### src/rtl/vendas_pkg.sv
// Shared definitions for the vending controller: state and coin encodings,
// product codes, the price table, the credit limit and the timer width.
package vendas_pkg;

  localparam int unsigned ESTADO_W    = 2;
  localparam int unsigned CODIGO_W    = 4;
  localparam int unsigned CREDITO_W   = 4;
  localparam int unsigned MOEDA_W     = 2;
  localparam int unsigned TIMER_W     = 16;
  localparam int unsigned CREDITO_MAX = 8;

  // Values appear directly on the estado output.
  typedef enum logic [ESTADO_W-1:0] {
    ESPERA     = 2'b00,
    PRODUTO    = 2'b01,
    COMPARADOR = 2'b10,
    ENTREGA    = 2'b11
  } estado_e;

  typedef enum logic [MOEDA_W-1:0] {
    MOEDA_025       = 2'b00,
    MOEDA_050       = 2'b01,
    MOEDA_100       = 2'b10,
    MOEDA_RESERVADA = 2'b11
  } moeda_e;

  localparam logic [CODIGO_W-1:0] COD_0000     = 4'b0000;
  localparam logic [CODIGO_W-1:0] COD_0100     = 4'b0100;
  localparam logic [CODIGO_W-1:0] COD_0101     = 4'b0101;
  localparam logic [CODIGO_W-1:0] COD_1000     = 4'b1000;
  localparam logic [CODIGO_W-1:0] COD_1001     = 4'b1001;
  localparam logic [CODIGO_W-1:0] COD_1010     = 4'b1010;
  localparam logic [CODIGO_W-1:0] COD_1011     = 4'b1011;
  localparam logic [CODIGO_W-1:0] COD_1100     = 4'b1100;
  localparam logic [CODIGO_W-1:0] COD_1101     = 4'b1101;
  localparam logic [CODIGO_W-1:0] COD_INVALIDO = 4'b1111;

  // Price in R$0,25 units; 0 marks a code that is not on sale.
  function automatic logic [CREDITO_W-1:0] preco_de(input logic [CODIGO_W-1:0] codigo);
    logic [CREDITO_W-1:0] preco;
    case (codigo)
      COD_0000: preco = 4'd6;
      COD_0100: preco = 4'd5;
      COD_0101: preco = 4'd3;
      COD_1000: preco = 4'd4;
      COD_1001: preco = 4'd6;
      COD_1010: preco = 4'd7;
      COD_1011: preco = 4'd2;
      COD_1100: preco = 4'd8;
      COD_1101: preco = 4'd8;
      default:  preco = 4'd0;
    endcase
    return preco;
  endfunction

  function automatic logic codigo_valido(input logic [CODIGO_W-1:0] codigo);
    return preco_de(codigo) != 4'd0;
  endfunction

  // Coin value in R$0,25 units; the reserved code is worth nothing.
  function automatic logic [CREDITO_W-1:0] valor_moeda(input logic [MOEDA_W-1:0] tipo);
    logic [CREDITO_W-1:0] valor;
    case (tipo)
      MOEDA_025: valor = 4'd1;
      MOEDA_050: valor = 4'd2;
      MOEDA_100: valor = 4'd4;
      default:   valor = 4'd0;
    endcase
    return valor;
  endfunction

endpackage

### src/rtl/controle_vendas_temporizador.sv
// temporizador: loadable down-counter shared by all controller timeouts.
// Ports:
//   clk, rst  - clock, synchronous active-high reset
//   carga_i   - load valor_i into the counter this cycle
//   valor_i   - number of cycles until done_o
//   done_o    - high during the valor_i-th cycle after the load edge
module temporizador
  import vendas_pkg::*;
#(
  parameter int unsigned W = TIMER_W
) (
  input  logic         clk,
  input  logic         rst,
  input  logic         carga_i,
  input  logic [W-1:0] valor_i,
  output logic         done_o
);

  logic [W-1:0] cnt_q;
  logic [W-1:0] cnt_d;
  logic         done_q;

  // Reload wins over counting; the counter parks at zero.
  always_comb begin
    cnt_d = cnt_q;
    if (carga_i) begin
      cnt_d = valor_i;
    end else if (cnt_q != '0) begin
      cnt_d = cnt_q - W'(1);
    end
  end

  // done is registered from the next count so it is high while cnt_q == 1.
  always_ff @(posedge clk) begin
    if (rst) begin
      cnt_q  <= '0;
      done_q <= 1'b0;
    end else begin
      cnt_q  <= cnt_d;
      done_q <= (cnt_d == W'(1));
    end
  end

  assign done_o = done_q;

endmodule

### src/rtl/controle_vendas.sv
// controle_vendas: vending machine controller (product selection, coin
// credit, change/refund and dispense).
// Ports:
//   clk, rst          - clock, synchronous active-high reset
//   codigo_in         - product code from the keypad
//   confirmar         - confirm pulse
//   cancelar          - cancel pulse
//   moeda_valid       - coin strobe, moeda_tipo gives its type
//   estado            - state code for the display
//   produto           - latched product code (1111 = invalid)
//   valorMoedas       - credit in R$0,25 units
//   devolver          - overflow refund pending (display E405)
//   liberar           - dispense pulse
//   troco/troco_valid - change or refund amount and its strobe
//   moeda_rejeitada   - strobe for a coin that was not accepted
module controle_vendas
  import vendas_pkg::*;
#(
  parameter int unsigned TEMPO_ERRO    = 100,
  parameter int unsigned TEMPO_ENTREGA = 100,
  parameter int unsigned TEMPO_INATIVO = 1000
) (
  input  logic       clk,
  input  logic       rst,
  input  logic [3:0] codigo_in,
  input  logic       confirmar,
  input  logic       cancelar,
  input  logic       moeda_valid,
  input  logic [1:0] moeda_tipo,
  output logic [1:0] estado,
  output logic [3:0] produto,
  output logic [3:0] valorMoedas,
  output logic       devolver,
  output logic       liberar,
  output logic [3:0] troco,
  output logic       troco_valid,
  output logic       moeda_rejeitada
);

  estado_e                state_q, state_d;
  logic [CODIGO_W-1:0]    produto_q, produto_d;
  logic [CREDITO_W-1:0]   valor_q, valor_d;
  logic                   devolver_q, devolver_d;
  logic                   liberar_q, liberar_d;
  logic [CREDITO_W-1:0]   troco_q, troco_d;
  logic                   troco_valid_q, troco_valid_d;
  logic                   rejeitada_q, rejeitada_d;

  logic                   timer_carga;
  logic [TIMER_W-1:0]     timer_valor;
  logic                   timer_done;

  logic [CREDITO_W-1:0]   preco_atual;
  logic [CREDITO_W:0]     soma;
  logic                   moeda_ok;
  logic                   comp_ativo;
  logic                   ev_cancela;
  logic                   ev_moeda;
  logic                   ev_excede;
  logic                   ev_venda;
  logic                   ev_inativo;
  logic                   ev_devolve;

  temporizador #(
    .W (TIMER_W)
  ) u_temporizador (
    .clk     (clk),
    .rst     (rst),
    .carga_i (timer_carga),
    .valor_i (timer_valor),
    .done_o  (timer_done)
  );

  // Events in COMPARADOR, by priority: cancel, then a coin of a valid type
  // (accepted or overflowing), then the sale check, then inactivity.
  // Because a coin outranks the sale check, a coin arriving on the cycle the
  // credit first reaches the price is still evaluated (and may overflow).
  assign preco_atual = preco_de(produto_q);
  assign soma        = {1'b0, valor_q} + {1'b0, valor_moeda(moeda_tipo)};
  assign moeda_ok    = moeda_valid && (moeda_tipo != MOEDA_RESERVADA);
  assign comp_ativo  = (state_q == COMPARADOR) && !devolver_q;
  assign ev_cancela  = comp_ativo && cancelar;
  assign ev_moeda    = comp_ativo && !cancelar && moeda_ok
                       && (soma <= (CREDITO_W+1)'(CREDITO_MAX));
  assign ev_excede   = comp_ativo && !cancelar && moeda_ok
                       && (soma > (CREDITO_W+1)'(CREDITO_MAX));
  assign ev_venda    = comp_ativo && !cancelar && !moeda_ok
                       && (valor_q >= preco_atual);
  assign ev_inativo  = comp_ativo && !cancelar && !moeda_ok
                       && (valor_q < preco_atual) && timer_done;
  assign ev_devolve  = (state_q == COMPARADOR) && devolver_q && timer_done;

  // State register and all registered outputs.
  always_ff @(posedge clk) begin
    if (rst) begin
      state_q       <= ESPERA;
      produto_q     <= '0;
      valor_q       <= '0;
      devolver_q    <= 1'b0;
      liberar_q     <= 1'b0;
      troco_q       <= '0;
      troco_valid_q <= 1'b0;
      rejeitada_q   <= 1'b0;
    end else begin
      state_q       <= state_d;
      produto_q     <= produto_d;
      valor_q       <= valor_d;
      devolver_q    <= devolver_d;
      liberar_q     <= liberar_d;
      troco_q       <= troco_d;
      troco_valid_q <= troco_valid_d;
      rejeitada_q   <= rejeitada_d;
    end
  end

  // Next-state logic.
  always_comb begin
    state_d = state_q;
    case (state_q)
      ESPERA: begin
        if (confirmar) begin
          state_d = PRODUTO;
        end
      end
      PRODUTO: begin
        // An invalid code only times out; buttons are ignored meanwhile.
        if (produto_q == COD_INVALIDO) begin
          if (timer_done) begin
            state_d = ESPERA;
          end
        end else if (cancelar) begin
          state_d = ESPERA;
        end else if (confirmar) begin
          state_d = COMPARADOR;
        end
      end
      COMPARADOR: begin
        if (ev_cancela || ev_inativo || ev_devolve) begin
          state_d = ESPERA;
        end else if (ev_venda) begin
          state_d = ENTREGA;
        end
      end
      ENTREGA: begin
        if (timer_done) begin
          state_d = ESPERA;
        end
      end
      default: state_d = ESPERA;
    endcase
  end

  // Output and timer-load logic.
  always_comb begin
    produto_d     = produto_q;
    valor_d       = valor_q;
    devolver_d    = devolver_q;
    liberar_d     = 1'b0;
    troco_d       = troco_q;
    troco_valid_d = 1'b0;
    rejeitada_d   = moeda_valid;
    timer_carga   = 1'b0;
    timer_valor   = '0;

    case (state_q)
      ESPERA: begin
        if (confirmar) begin
          produto_d   = codigo_valido(codigo_in) ? codigo_in : COD_INVALIDO;
          timer_carga = 1'b1;
          timer_valor = TIMER_W'(TEMPO_ERRO);
        end
      end
      PRODUTO: begin
        if ((produto_q != COD_INVALIDO) && !cancelar && confirmar) begin
          timer_carga = 1'b1;
          timer_valor = TIMER_W'(TEMPO_INATIVO);
        end
      end
      COMPARADOR: begin
        if (ev_moeda) begin
          valor_d     = soma[CREDITO_W-1:0];
          rejeitada_d = 1'b0;
          timer_carga = 1'b1;
          timer_valor = TIMER_W'(TEMPO_INATIVO);
        end
        if (ev_excede) begin
          devolver_d  = 1'b1;
          timer_carga = 1'b1;
          timer_valor = TIMER_W'(TEMPO_ERRO);
        end
        if (ev_venda) begin
          troco_d       = valor_q - preco_atual;
          troco_valid_d = 1'b1;
          liberar_d     = 1'b1;
          timer_carga   = 1'b1;
          timer_valor   = TIMER_W'(TEMPO_ENTREGA);
        end
        // Cancel, inactivity and overflow all refund the whole credit.
        if (ev_cancela || ev_inativo || ev_devolve) begin
          troco_d       = valor_q;
          troco_valid_d = 1'b1;
          valor_d       = '0;
          devolver_d    = 1'b0;
        end
      end
      ENTREGA: begin
        if (timer_done) begin
          valor_d   = '0;
          produto_d = '0;
        end
      end
      default: ;
    endcase
  end

  assign estado          = state_q;
  assign produto         = produto_q;
  assign valorMoedas     = valor_q;
  assign devolver        = devolver_q;
  assign liberar         = liberar_q;
  assign troco           = troco_q;
  assign troco_valid     = troco_valid_q;
  assign moeda_rejeitada = rejeitada_q;

endmodule

### config.mk
export PLATFORM = sky130hd
export DESIGN_NAME = controle_vendas
export DESIGN_NICKNAME = d
export VERILOG_FILES = /design/src/rtl/vendas_pkg.sv /design/src/rtl/controle_vendas_temporizador.sv /design/src/rtl/controle_vendas.sv
export SDC_FILE = /design/constraint.sdc
export NUM_CORES = 1
export LEC_CHECK = 0
export ABC_AREA = 1
export BUFFER_PORTS_ARGS = -buffer_cell sky130_fd_sc_hd__clkbuf_2
export CORE_MARGIN = 2
export CORE_UTILIZATION = 35
export CTS_CLUSTER_SIZE = 28
export DETAILED_ROUTE_END_ITERATION = 7
export PLACE_DENSITY = 0.55
export SLEW_MARGIN = 20
export SYNTH_ARGS = -nofsm -noshare
export SYNTH_HDL_FRONTEND = slang
export SYNTH_SLANG_ARGS = --single-unit
### constraint.sdc
create_clock -name clk -period 2 [get_ports clk]
set_input_delay 0.2 -clock clk [delete_from_list [all_inputs] [get_ports clk]]
set_output_delay 0.2 -clock clk [all_outputs]
set_load 0.01 [all_outputs]
==> reports/metrics.sh <==
SYNTH_AREA_LEADERS='sky130_fd_sc_hd__dfxtp_1, sky130_fd_sc_hd__nand2_1, sky130_fd_sc_hd__nor2_1, sky130_fd_sc_hd__inv_1, sky130_fd_sc_hd__nand3_1'
POSTSYNTHCELLCOUNT=412
CRITICAL-PATH-TOP-DELAY-FAMILY='simple AND/OR/NAND/NOR gates'
AVGROUTEDWIREPERCELL_UM=11.9
FLIP_FLOP_CELL_WITH_THE_HIGHEST_COUNT_AFTER_SYNTHESIS='sky130_fd_sc_hd__dfxtp_1'
FIRST_GLOBAL_VIAS=2459
CLOCK.FMAX_MHz=495
DP_WORST_SETUP_SLACK_NS=-0.168
FFS_W_ASYNC_S_R_SYNTH_PCT=0
WORST_HOLD_PATH_TYPE='in2reg'
MAXCAPVIOLATIONS=0
AREA_AFTER_DETAILED_PLACEMENT_SQ_UM=3050
SYNTH.NET_COUNT=434
SYNTHDISTINCTLIBCELLS=35
DRIVE_ABOVE_1_SHARE_PCT=23.9
HPWL_UM=5350
CP.ARRIVAL_NS=2.25
AREAGROWTHSYNTHTOFINISH_PCT=27.7
GRT_MAX_DEGREE=17
N_FILL_CELL=753
PORT-BUFFER-COUNT=28
DIE_AREA_SQ_UM=8010
CTSLONGESTPATHBUFFERS=2
ROWS=31
TIMING.SETUP.CRITICAL_PATH_CLASS='reg2reg'
HTREEDEPTH=2
DETAIL_ROUTE.DRC_VIOLATIONS=0
ANTENNADIODECOUNT=0
BIGGEST_CELL_DELAY_ALONG_THE_CRITICAL_PATH_NS=0.39
HOLD_VIOL_FINAL=0
CRITPATHBUFINV=3
STATUS='finished, violations left'
SETUP_VIOL=2
POST-LAYOUT-TOTAL-POWER_uW=5560
DIE_HEIGHT_UM=89.5
IR_DROP_uV=534
CLOCK-SKEW-FINAL_NS=0.00855
WORST_SETUP_PATH_STARTPOINT='valorMoedas[0]$_SDFFE_PP0P_'
SYNTH_AREA_PER_CELL_SQ_UM=6.21
CP_MAX_FO=6
GRT_OVERFLOW_TOTAL=0
CP-START-KIND='register'
REGTOREGSETUPSLACK_NS=-0.02
LAYOUT.NETS=498
HOLD-PATH-ENDPOINT='moeda_rejeitada$_SDFF_PP0_'
LEAKAGE_uW=0.00171
MAX_SLEW_MARGIN_PCT=67.9
CRITPATHMOSTFREQUENTCELL='sky130_fd_sc_hd__nand2_2'
GRT_USE_TOTAL_PCT=18.1
TIGHTEST_SLEW_NS=0.481
CLKSLEWWORSTSETUPHOLDPATHS_NS=0.08
SYNTH.FF_LATCH_COUNT=39
SLOWEST_STAGE='sky130_fd_sc_hd__dfxtp_4'
MIN-DELAY-START='moeda_valid'
REG2REGPATHDEPTH=15
FIN_UTIL_PCT=45.5
CTS_TREE='done'
POST-ROUTE-CELL-AREA_SQ_UM=3270
DETAIL_ROUTE.VIAS_PER_CELL=4.64
POSTROUTEANTENNANETS=0
INITIALDRTVIOLATIONCOUNT=191
POWER_DENSITY_nW_PER_UM2=1700
FINAL-MAX-SLEW-VIOLATION-COUNT=0
SETUP_SLACK_AFTER_LAYOUT_NS=-0.0196
YOSYSWARNINGS=0
RSZ0062_AT_GRT='true'
START_UTIL_PCT=35.7
SYNTH_SEQ_AREA_SHARE_PCT=30.5
WORSTPATHREQUIRED_NS=2.23
CTS-BUFFERS-INSERTED=5
VIAS=2674
TIMING.CRITICAL_PATH.CELLS='inv_2 -> ha_4 -> fa_2 -> inv_1 -> nand2_1 -> nand2_1 -> nand2_2 -> nand2_2 -> nand2_4 -> a21boi_4 -> buf_6 -> nand3_4 -> nand2_2 -> nor2_1 -> nor2_1'
CLKSINKCOUNT=39
ANTENNA_FOUND_INITIAL=0
TIMING.FINAL.CRIT_SHARE_PCT=101
DESIGN.CORE.AREA_SQ_UM=7180
SYNTH_LARGEST_AREA_CELL='sky130_fd_sc_hd__dfxtp_1'
PLACE.GP.CONGESTION=0.857
R2R_END='estado[1]$_SDFFE_PP0P_'
FP.DIEW_UM=89.5
DETAIL_ROUTE.WIRELENGTH_UM=6830
R2R_START='valorMoedas[0]$_SDFFE_PP0P_'
NETLIST_AREA_SQ_UM=2560
DRT-PASS1-ITER-COUNT=4
CTS_ROOT_BUFFER_TYPE='sky130_fd_sc_hd__clkbuf_8'
GRT_PASS1_WL_UM=11300
CLK-INSERTION-DELAY-LATE_NS=0.29
TIMING.FINAL.CRIT_PERIOD_NS=2.02
FIN_HOLD_WS_NS=0.131
POST-SYNTH-TOP-AREA-FRACTION_PCT=30.5
FAILED_CHECKS='negative setup slack'
IO-PIN-COUNT=29
END_KIND='register'
MIN_DELAY_PATH_DEPTH=3
SYNTH_EDF_COUNT=0
## cell usage in the layout, fill, tap and decap left out, drive strengths merged, types with 6 or more instances in the layout
cell,count
buf,32
clkbuf,35
dfxtp,39
ha,9
inv,58
nand2,124
nand3,28
nor2,93
o21ai,20
xor2,6
## cell families after synthesis
| group | share of synthesized area (%) |
|---|---|
| compound gates | 8.26 |
| simple gates | 42.9 |
| fa+ha+maj | 5.97 |
| flops | 30.5 |
| buf+inv | 9.24 |
| xor+xnor | 3.08 |
## layout make-up
type	count	area (sq um)	share of cell area, %
clock buffer	7	76.3	2.34
clock inverter	1	5.00	0.153
inverter	58	223	6.81
multi-input combinational	312	1670	51.1
sequential	39	786	24.0
tap	99	124	3.79
timing repair buffer	60	384	11.8
## stage by stage
step,instances,TNS [ns]
6_report,576,-0.0378
5_1_grt,576,-1.41
4_1_cts,576,-0.0143
3_5_place_dp,566,-1.06
3_3_place_gp,566,-0.612
2_1_floorplan,412,0
## state kept, by name, summed over array words and instances (netlist names), 2 cells and up
name and flops:
valorMoedas 4, preco_atual 4, u_temporizador.cnt_q 16, produto 4, troco 4, estado 2
## repair_timing
action / in CTS / in global routing
setup buffers: 1 / 0
resized for setup: 13 / 24
hold endpoints to repair: 0 / 0
hold buffers: 0 / 0
pin swaps: 6 / 9
endpoints found under the setup margin: 12 / 21
gates cloned: 1 / 0
## how the worst max path moves through the flow
stage	end	slack, ns	cells past startpoint
final	estado[1]$_SDFFE_PP0P_	-0.02	15
after global routing	estado[0]$_SDFFE_PP0P_	-0.15	15
after CTS	valorMoedas[3]$_SDFFE_PP0P_	-0.009	16
after detailed placement	valorMoedas[3]$_SDFFE_PP0P_	-0.17	16
after global placement	valorMoedas[0]$_SDFFE_PP0P_	-0.12	16
after floorplan	valorMoedas[0]$_SDFFE_PP0P_	0.01	13
## per-layer routing
layer,GRT usage [%],wire length (um)
met1,26.1,3450
met2,27.9,2930
met3,3.69,383
met4,4.21,69
met5,0,0
## worst register-to-register path: cells and delay by family, from the launching register on
kind / cells / cell delay, ns
flip-flops: 1 / 0.39
buffers and inverters: 3 / 0.27
adder cells (fa/ha/maj): 2 / 0.50
AND/OR/NAND/NOR: 9 / 0.61
AO/OA/AOI/OAI: 1 / 0.20
## Yosys cell counts, types with 2 or more instances
library cell                 n
sky130_fd_sc_hd__nand2_1   115
sky130_fd_sc_hd__nor2_1     87
sky130_fd_sc_hd__inv_1      56
sky130_fd_sc_hd__dfxtp_1    39
sky130_fd_sc_hd__nand3_1    27
sky130_fd_sc_hd__o21ai_0    17
sky130_fd_sc_hd__ha_1        9
sky130_fd_sc_hd__nand2_2     7
sky130_fd_sc_hd__xor2_1      6
sky130_fd_sc_hd__a21oi_1     5
sky130_fd_sc_hd__nor3_1      5
sky130_fd_sc_hd__nand3b_1    3
sky130_fd_sc_hd__nand4_1     3
sky130_fd_sc_hd__nor2_2      3
sky130_fd_sc_hd__o22ai_1     3
sky130_fd_sc_hd__xnor2_1     3
sky130_fd_sc_hd__a21boi_0    2
sky130_fd_sc_hd__clkbuf_1    2
sky130_fd_sc_hd__fa_1        2
sky130_fd_sc_hd__nor2_4      2
sky130_fd_sc_hd__o21ai_2     2
## report_power, final
group | switching [uW] | total [uW] | internal [uW]
clock | 281 | 526 | 245
combinational | 2260 | 3730 | 1470
sequential | 248 | 1300 | 1060
(Power assumes the default switching activity.)
